`src/rtl/adc733_pkg.sv`:
```
// Shared types and control-word field positions for the ADC733 serial-port emulator.
package adc733_pkg;

    typedef enum logic {
        RX_IDLE,
        RX_SHIFT
    } rx_state_t;

    typedef enum logic [1:0] {
        TX_IDLE,
        TX_SYNC,
        TX_DATA,
        TX_GAP
    } tx_state_t;

    localparam int CW_BITS    = 16;
    localparam int CW_CD_BIT  = 15;
    localparam int CW_RW_BIT  = 14;
    localparam int CW_ADDR_HI = 10;
    localparam int CW_ADDR_LO = 8;
    localparam int CW_DATA_HI = 7;
    localparam int CW_DATA_LO = 0;

endpackage

```
`src/rtl/adc733_sclk_gen.sv`:
```
// Serial clock generator: SCLK toggles every SCLK_DIV clk while enabled; the strobes mark
// the clk cycle at whose end SCLK rises or falls.
module adc733_sclk_gen #(
    parameter int SCLK_DIV = 2
) (
    input  logic i_clk,
    input  logic i_rst_l,
    input  logic i_se,
    output logic o_sclk,
    output logic o_rise,
    output logic o_fall
);
    localparam int DIV_W = (SCLK_DIV > 1) ? $clog2(SCLK_DIV) : 1;

    logic [DIV_W-1:0] r_div;
    logic             r_sclk;
    logic             w_tick;

    assign w_tick = i_se && (r_div == DIV_W'(SCLK_DIV - 1));
    assign o_rise = w_tick && !r_sclk;
    assign o_fall = w_tick && r_sclk;
    assign o_sclk = r_sclk;

    always_ff @(posedge i_clk or negedge i_rst_l) begin
        if (!i_rst_l) begin
            r_div  <= '0;
            r_sclk <= 1'b0;
        end else if (!i_se) begin
            r_div  <= '0;
            r_sclk <= 1'b0;
        end else if (w_tick) begin
            r_div  <= '0;
            r_sclk <= ~r_sclk;
        end else begin
            r_div  <= r_div + 1'b1;
        end
    end

endmodule

```
`src/rtl/adc733_emu.sv`:
```
// ADC733 serial-port emulator: control-word receiver, register file and framed sample transmitter.
// Define ADC733_EMU_RAMP_EN to transmit per-channel ramp counters instead of sample_data.
module adc733_emu
    import adc733_pkg::*;
#(
    parameter int SCLK_DIV  = 2,
    parameter int FRAME_GAP = 4,
    parameter int NUM_CH    = 6
) (
    input  logic        clk,
    input  logic        rst_l,
    input  logic        SE,
    output logic        SCLK,
    input  logic        SDIFS,
    input  logic        SDI,
    output logic        SDOFS,
    output logic        SDO,
    input  logic [15:0] sample_data,
    output logic [2:0]  sample_ch,
    output logic        sample_rd,
    output logic        cfg_wr,
    output logic [2:0]  cfg_addr,
    output logic [7:0]  cfg_data,
    input  logic [2:0]  cfg_rd_addr,
    output logic [7:0]  cfg_rd_data,
    output logic        data_mode
);
    localparam int GAP_W = (FRAME_GAP > 1) ? $clog2(FRAME_GAP) : 1;

    logic w_rise;
    logic w_fall;

    adc733_sclk_gen #(.SCLK_DIV(SCLK_DIV)) u_sclk (
        .i_clk  (clk),
        .i_rst_l(rst_l),
        .i_se   (SE),
        .o_sclk (SCLK),
        .o_rise (w_rise),
        .o_fall (w_fall)
    );

    rx_state_t   r_rx_st, w_rx_nxt;
    logic [3:0]  r_rx_cnt;
    logic [14:0] r_rx_sh;
    logic [15:0] w_rx_word;
    logic        w_rx_done;
    logic        w_unused_bits;
    logic [7:0]  r_regs [8];
    logic        r_cfg_wr;
    logic [2:0]  r_cfg_addr;
    logic [7:0]  r_cfg_data;
    logic        r_data_mode;

    assign w_rx_word     = {r_rx_sh, SDI};
    assign w_unused_bits = ^w_rx_word[13:11];

    always_comb begin
        w_rx_nxt  = r_rx_st;
        w_rx_done = 1'b0;
        if (!SE) begin
            w_rx_nxt = RX_IDLE;
        end else if (w_fall) begin
            if (r_rx_st == RX_IDLE) begin
                if (SDIFS && !r_data_mode) w_rx_nxt = RX_SHIFT;
            end else if (r_rx_cnt == 4'd15) begin
                w_rx_nxt  = RX_IDLE;
                w_rx_done = 1'b1;
            end
        end
    end

    always_ff @(posedge clk or negedge rst_l) begin
        if (!rst_l) r_rx_st <= RX_IDLE;
        else        r_rx_st <= w_rx_nxt;
    end

    always_ff @(posedge clk or negedge rst_l) begin
        if (!rst_l) begin
            r_rx_cnt    <= '0;
            r_rx_sh     <= '0;
            r_cfg_wr    <= 1'b0;
            r_cfg_addr  <= '0;
            r_cfg_data  <= '0;
            r_data_mode <= 1'b0;
            for (int i = 0; i < 8; i++) r_regs[i] <= '0;
        end else begin
            r_cfg_wr <= 1'b0;
            if (w_fall && r_rx_st == RX_SHIFT) begin
                r_rx_sh  <= w_rx_word[14:0];
                r_rx_cnt <= r_rx_cnt + 4'd1;
            end else if (w_fall) begin
                r_rx_cnt <= 4'd0;
            end
            // Write words carry RW=0; RW=1 (read request) words are dropped.
            if (w_rx_done) begin
                if (w_rx_word[CW_CD_BIT]) begin
                    if (!w_rx_word[CW_RW_BIT]) begin
                        r_regs[w_rx_word[CW_ADDR_HI:CW_ADDR_LO]] <= w_rx_word[CW_DATA_HI:CW_DATA_LO];
                        r_cfg_wr   <= 1'b1;
                        r_cfg_addr <= w_rx_word[CW_ADDR_HI:CW_ADDR_LO];
                        r_cfg_data <= w_rx_word[CW_DATA_HI:CW_DATA_LO];
                    end
                end else begin
                    r_data_mode <= 1'b1;
                end
            end
        end
    end

    tx_state_t        r_tx_st, w_tx_nxt;
    logic             w_launch;
    logic [3:0]       r_tx_cnt;
    logic [GAP_W-1:0] r_gap_cnt;
    logic [15:0]      r_tx_sh;
    logic [15:0]      w_sample;
    logic             r_sdofs;
    logic             r_sdo;
    logic             r_sample_rd;
    logic [2:0]       r_ch;

    always_comb begin
        w_tx_nxt = r_tx_st;
        w_launch = 1'b0;
        if (!SE) begin
            w_tx_nxt = TX_IDLE;
        end else if (w_rise) begin
            case (r_tx_st)
                TX_IDLE: if (r_data_mode) begin
                    w_tx_nxt = TX_SYNC;
                    w_launch = 1'b1;
                end
                TX_SYNC: w_tx_nxt = TX_DATA;
                TX_DATA: if (r_tx_cnt == 4'd15) w_tx_nxt = TX_GAP;
                TX_GAP:  if (r_gap_cnt == GAP_W'(FRAME_GAP - 1)) begin
                    w_tx_nxt = TX_SYNC;
                    w_launch = 1'b1;
                end
                default: w_tx_nxt = TX_IDLE;
            endcase
        end
    end

    always_ff @(posedge clk or negedge rst_l) begin
        if (!rst_l) r_tx_st <= TX_IDLE;
        else        r_tx_st <= w_tx_nxt;
    end

`ifdef ADC733_EMU_RAMP_EN
    logic [15:0] r_ramp [NUM_CH];
    logic        w_unused_sample;

    assign w_unused_sample = ^sample_data;
    assign w_sample        = r_ramp[r_ch];

    always_ff @(posedge clk or negedge rst_l) begin
        if (!rst_l) begin
            for (int i = 0; i < NUM_CH; i++) r_ramp[i] <= '0;
        end else if (r_sample_rd) begin
            r_ramp[r_ch] <= r_ramp[r_ch] + 16'd1;
        end
    end
`else
    assign w_sample = sample_data;
`endif

    // sample_rd rises with SDOFS; the sample is latched in that cycle, well before the first data rise.
    always_ff @(posedge clk or negedge rst_l) begin
        if (!rst_l) begin
            r_sdofs     <= 1'b0;
            r_sdo       <= 1'b0;
            r_sample_rd <= 1'b0;
            r_ch        <= '0;
            r_tx_cnt    <= '0;
            r_gap_cnt   <= '0;
            r_tx_sh     <= '0;
        end else begin
            r_sample_rd <= w_launch;
            r_sdofs     <= (w_tx_nxt == TX_SYNC);
            if (r_sample_rd) r_tx_sh <= w_sample;
            if (w_launch && r_tx_st == TX_GAP)
                r_ch <= (r_ch == 3'(NUM_CH - 1)) ? 3'd0 : r_ch + 3'd1;
            if (w_tx_nxt != TX_DATA) begin
                r_sdo <= 1'b0;
            end else if (w_rise) begin
                r_sdo   <= r_tx_sh[15];
                r_tx_sh <= {r_tx_sh[14:0], 1'b0};
            end
            if (w_rise) begin
                r_tx_cnt  <= (r_tx_st == TX_DATA) ? r_tx_cnt + 4'd1 : 4'd0;
                r_gap_cnt <= (r_tx_st == TX_GAP) ? r_gap_cnt + 1'b1 : '0;
            end
        end
    end

    assign SDOFS       = r_sdofs;
    assign SDO         = r_sdo;
    assign sample_rd   = r_sample_rd;
    assign sample_ch   = r_ch;
    assign cfg_wr      = r_cfg_wr;
    assign cfg_addr    = r_cfg_addr;
    assign cfg_data    = r_cfg_data;
    assign cfg_rd_data = r_regs[cfg_rd_addr];
    assign data_mode   = r_data_mode;

endmodule

```
`config.mk`:
```
export PLATFORM = sky130hd
export DESIGN_NAME = adc733_emu
export DESIGN_NICKNAME = d
export VERILOG_FILES = /design/src/rtl/adc733_pkg.sv /design/src/rtl/adc733_sclk_gen.sv /design/src/rtl/adc733_emu.sv
export SDC_FILE = /design/constraint.sdc
export NUM_CORES = 1
export LEC_CHECK = 0
export ABC_AREA = 0
export BUFFER_PORTS_ARGS = -buffer_cell sky130_fd_sc_hd__buf_2
export CORE_MARGIN = 2
export CORE_UTILIZATION = 50
export DETAILED_ROUTE_END_ITERATION = 7
export PLACE_DENSITY = 0.7
export SETUP_SLACK_MARGIN = 0.05
export SYNTH_ARGS = -nofsm -noshare
export SYNTH_HDL_FRONTEND = slang
export SYNTH_SLANG_ARGS = --single-unit
```
`constraint.sdc`:
```
create_clock -name clk -period 3.9 [get_ports clk]
set_input_delay 0.195 -clock clk [delete_from_list [all_inputs] [get_ports clk]]
set_output_delay 0.195 -clock clk [all_outputs]
set_load 0.02 [all_outputs]
```
After elaboration in Yosys (flattened, before gate mapping)
Cells that the tools add are included.
- logic and storage cells: 106
- register bits after elaboration: 129
- input port bits: 24
- output and inout bits: 28
- bitwise gates (word level): 5
- add/subtract/negate cells: 5
- mux-type cells: 43
- reduce and logical (&&, ||, !) cells: 14
- eq/ne operators: 11
- order comparisons: 3
- operators by type and width (cell ; number):
    64-bit bitwise mux ; 1
    16-bit two-way mux ; 3
    8-bit binary-select mux with 3-bit select ; 1
    8-bit demux with 3-bit select ; 1
    8-bit two-way mux ; 3
    1-bit two-way mux ; 22
    2-bit two-way mux ; 6
    4-bit two-way mux ; 3
    4-bit by 1-bit adder with 4-bit output (second input constant) ; 2
    4-bit equality test (second input constant) ; 2
    4-bit >= comparator (second input constant) ; 2
    3-bit inverter with 4-bit output ; 2
    2-bit case mux with 4 select lines ; 1
    1-bit logical AND ; 7
    2-bit equality test (second input constant) ; 3
    2-bit by 1-bit equality test with 1-bit output (second input constant) ; 2
    4-bit by 1-bit < comparator with 1-bit output (second input constant) ; 1
    2-bit by 1-bit != test with 1-bit output (second input constant) ; 2
    2-bit nonzero test ; 2
    3-bit by 1-bit adder with 3-bit output (second input constant) ; 1
    3-bit equality test (second input constant) ; 1
    3-bit two-way mux ; 1
    1-bit inverter ; 3
    3-bit AND reduction ; 1
    7 further kinds ; 8

Logic depth before layout (Yosys ltp)
- depth in word-level cells: 7
- gate-level depth with buffers: 8
- gate-level depth less buffers: 6

Hierarchy
Synthesis repeated with hierarchy kept, for this count alone.
- cell total of the unflattened synthesis: 431
- area total of the unflattened synthesis: 5873.1 um^2
- by module, submodules not included (module ; seq. area each (um^2) ; instances ; area an instance (um^2) ; cells each):
    adc733_emu ; 3178.0 ; 1 ; 5784.3 ; 423
    adc733_sclk_gen ; 50.0 ; 1 ; 88.8 ; 8

Worst setup path after synthesis
No wires, ideal clock.
- path type: reg-to-reg
- from: reg r_tx_st[0]
- to: reg r_tx_sh[10]
- data required time: 3.775 ns
- period minus slack after synthesis: 2.113 ns
- data arrival time: 1.988 ns
- stages on the path, launching flop included: 9
- slack: 1.787 ns
- cells stage by stage: dfrtp_1 -> inv_1 -> ha_1 -> a211o_1 -> a41oi_1 -> o31a_1 -> buf_2 -> buf_4 -> mux2_2
- word-level cells in the longest chain between the ends: 6
- elaborated cells on any way between the ends: 12
- classes of those cells: eq/ne (4); mux (7); reduce/logical (1)
- ends and longest elaborated chain (item ; line ; RTL):
    start, declared ; adc733_emu.sv:110 ; tx_state_t r_tx_st, w_tx_nxt;
    start signal, assigned ; adc733_emu.sv:145 ; else r_tx_st <= w_tx_nxt;
    2-bit equality test (tied with other cells) ; adc733_emu.sv:127 ; case (r_tx_st)
    2-bit case mux with 4 select lines ; adc733_emu.sv:127 ;
    2-bit two-way mux (*) ; adc733_emu.sv:126 ; end else if (w_rise) begin
    2-bit two-way mux (*) ; adc733_emu.sv:124 ; if (!SE) begin
    2-bit != test (*) ; adc733_emu.sv:182 ; if (w_tx_nxt != TX_DATA) begin
    16-bit two-way mux (*) ; adc733_emu.sv:182 ;
    end signal, assigned ; adc733_emu.sv:179 ; if (r_sample_rd) r_tx_sh <= w_sample;
    end signal, assigned ; adc733_emu.sv:186 ; r_tx_sh <= {r_tx_sh[14:0], 1'b0};
    end, declared ; adc733_emu.sv:114 ; logic [15:0] r_tx_sh;
Mark *: on every way between the ends. The rest lies on a longest branch, timed or not.
A chain may end at the register's enable or synchronous reset.

Worst setup path in the final report
- from: reg r_tx_st[0]
- to: reg r_tx_sh[1]
The elaborated chain is that of the path after synthesis.

==> results.yml <==
status:
  status: "complete, no violations"
route:
  vias: 3352
  drc: 0
  avgRoutedWirePerCell_um: 18.3
  detail_route.iter0.violations: 137
  viasPerCell: 5.58
  finalWirelength_um: 11000
  dr.pass1.iters: 4
  final_antenna_net_count: 0
global_route:
  grt_usage_pct: 18.9
  grt_overflow: 0
  grt_pass1_vias: 3500
  grt_pass1_wl_um: 18300
  grt_max_degree: 77
  antenna_found_initial: 0
critical_path:
  cp-start-kind: "flop"
  cp_cell_sequence: "inv_1 > ha_1 > a211o_1 > a41oi_1 > o31a_1 > mux2_2"
  rrSetupSlack_ns: 1.41
  cp-end-kind: "flop"
  slowest_stage: "o31a_1"
  slowest_delay_ns: 0.61
  cp.required_ns: 4.19
  crit_arrival_ns: 2.78
  critical_path_class: "flop to flop"
  rr_worst_depth: 6
  timing.rr.start: "r_tx_st[0]"
  path_max_fanout: 16
  rr_endpoint: "r_tx_sh[1]"
sta:
  post-route-min-period_ns: 2.49
  hold_slack_ns: 0.0390
  finalClockSkew_ns: 0.00632
  finalHoldViolations: 0
  relSlewSlack_pct: 36.5
  max_freq_mhz: 401
  finalSetupTns_ns: 0
  finalCritPeriodShare_pct: 63.9
  rsz0062_at_grt: "no"
  setup_violations: 0
  final_max_slew_viol_count: 0
  worst_pin_slew_ns: 0.953
cells_and_area:
  layout.nets: 477
  drive_gt1_share_pct: 51.7
  syn2layout_area_growth_pct: 15.8
  num_antenna_cells: 0
yosys:
  synthFlopType: "dfrtp_1"
  syn_avg_cell_area_sq_um: 14.7
  ys_ff_latch: 129
  yosys_warnings: 0
  yosysUniqueCellTypes: 47
  netlist_instances: 399
  async_flop_share_pct: 100
  seq_area_frac_synth_pct: 55.0
  synth_edf_count: 0
  syn_area_sq_um: 5870
  synth_fp_nets: 431
flow_run:
  maxCapViolations: 0
floorplan:
  row_count: 39
  fp.dieH_um: 112
  die_x_um: 112
  core-area_sq_um: 11400
  initial_core_util_pct: 51.4
  io_pins: 52
  dieArea_sq_um: 12600
place:
  gp_congestion: 0.776
  port_buffers: 51
  hpwl_um: 7100
clocking:
  hold_buffers: 1
  clk_pin_slew_worst_paths_ns: 0.05
  root_buffer: "clkbuf_16"
  cts.sinks: 129
  cts_made_buffers: 17
  htree_levels: 4
  cts_resized: 0
  clock_latency_ns: 0.41
  cts_tree: "built"
  postCtsSetupRepairBufs: 0
  clk_path_buf_depth: 2
hold_path:
  min_path_cells: 3
  hold_path_end: "r_tx_sh[0]"
  hold_class: "input port to flop"
  hp-start: "sample_data[0]"
power_and_ir_drop:
  irDropWorstVdd_mv: 0.308
  powerDensity_nw_per_um2: 433
  leakage_nw: 3.56
through the flow:
step / setup WS [ns] / util, % / cell area [sq um] / power, mW / instances
after floorplan: 1.79 / - / 5870 / 1.40 / 399
after global placement: 1.49 / 54.3 / 6200 / 1.45 / 568
after detailed placement: 1.41 / 54.3 / 6200 / 1.45 / 568
after CTS: 1.39 / 59.6 / 6800 / 2.97 / 601
after global routing: 1.29 / 59.6 / 6800 / 3.05 / 601
final: 1.41 / 59.6 / 6800 / 2.94 / 601
state kept, by name (all words and copies together), names as in the netlist, 2 cells and up:
name and cells:
r_tx_st 2, r_gap_cnt 2, sample_ch 3, r_tx_sh 16
cfg_addr 3, cfg_data 8, r_regs 64, r_tx_cnt 4
r_rx_cnt 4, r_rx_sh 15
logic make-up after synthesis:
family / Yosys count / share of synthesized area, %
AO/OA/AOI/OAI: 22 / 2.68
buffers and inverters: 32 / 2.43
XOR/XNOR: 2 / 0.298
multiplexers: 149 / 31.6
AND/OR/NAND/NOR: 57 / 6.37
adder cells (fa/ha/maj): 8 / 1.70
flip-flops: 129 / 55.0
per-layer routing:
metal  routed length, um  track usage, %
met1                5350            26.7
met2                5150            28.6
met3                 325            4.81
met4                 171            6.99
met5                   0               0
placed cells by master (no fill, tap or decap), drive strengths merged, types with 2 or more instances in the layout:
master / netlist / final
inv: 4 / 4
nor2b: 4 / 4
nor2: 9 / 9
nor4: 2 / 2
nand3: 8 / 8
buf: 13 / 54
nand3b: 3 / 3
a21oi: 2 / 2
mux2: 129 / 129
a21o: 3 / 3
nand2: 15 / 15
dfrtp: 129 / 129
nand4b: 3 / 3
nand2b: 3 / 3
mux4: 16 / 16
o31a: 2 / 2
ha: 8 / 8
a22o: 2 / 2
o21ai: 5 / 5
mux2i: 4 / 4
nand4: 2 / 2
clkbuf: 15 / 30
nor3: 2 / 2
synth_stat cells, types with 2 or more instances:
cell type / n / area share [%]
nand3b_1: 2 / 0.26
inv_1: 4 / 0.26
nand2b_1: 3 / 0.32
nand4b_2: 2 / 0.51
nand3_2: 2 / 0.34
mux2_2: 129 / 25
buf_4: 2 / 0.26
mux2i_1: 4 / 0.68
ha_1: 8 / 1.7
nor2b_1: 4 / 0.43
nand2_1: 15 / 0.96
nand3_1: 6 / 0.51
clkbuf_1: 15 / 0.96
mux4_2: 16 / 6.1
a21o_1: 3 / 0.38
o21ai_0: 5 / 0.43
nor2_1: 9 / 0.58
buf_2: 6 / 0.51
a21oi_1: 2 / 0.17
a22o_1: 2 / 0.30
buf_1: 4 / 0.26
o31a_1: 2 / 0.30
dfrtp_1: 129 / 55
nor3_1: 2 / 0.17
worst max-delay path, delay by kind of cell, from the launching register on:
family,cells,cell delay [ns]
flip-flops,1,0.42
AO/OA/AOI/OAI,3,1.11
adder cells (fa/ha/maj),1,0.30
multiplexers,1,0.41
buffers and inverters,1,0.12
worst max-delay path by stage:
stage | startpoint | endpoint | slack (ns) | cells after the start
2_1_floorplan | r_tx_st[0] | r_tx_sh[10] | 1.79 | 8
3_3_place_gp | r_tx_st[0] | r_tx_sh[10] | 1.49 | 6
3_5_place_dp | r_tx_st[0] | r_tx_sh[9] | 1.41 | 6
4_1_cts | r_tx_st[0] | r_tx_sh[1] | 1.39 | 6
5_1_grt | u_sclk.o_sclk | sample_ch[1] | 1.29 | 4
6_report | r_tx_st[0] | r_tx_sh[1] | 1.41 | 6
power breakdown:
group          switching [mW]  leakage (nW)  internal (mW)  total [mW]
registers             0.00694          1.80           1.34        1.35
logic                  0.0521          1.47         0.0235      0.0756
clock network           0.533         0.289          0.983        1.52
total                   0.592          3.56           2.35        2.94
area by class of cell:
type / instances / area [sq um]
fill: 920 / 4620
sequential: 129 / 3230
multi-input combinational: 238 / 2500
clock buffer: 30 / 574
timing repair buffer: 55 / 290
tap: 143 / 179
inverter: 4 / 15.0
clock inverter: 2 / 12.5
No activity file was read; power rests on OpenSTA's default activity.
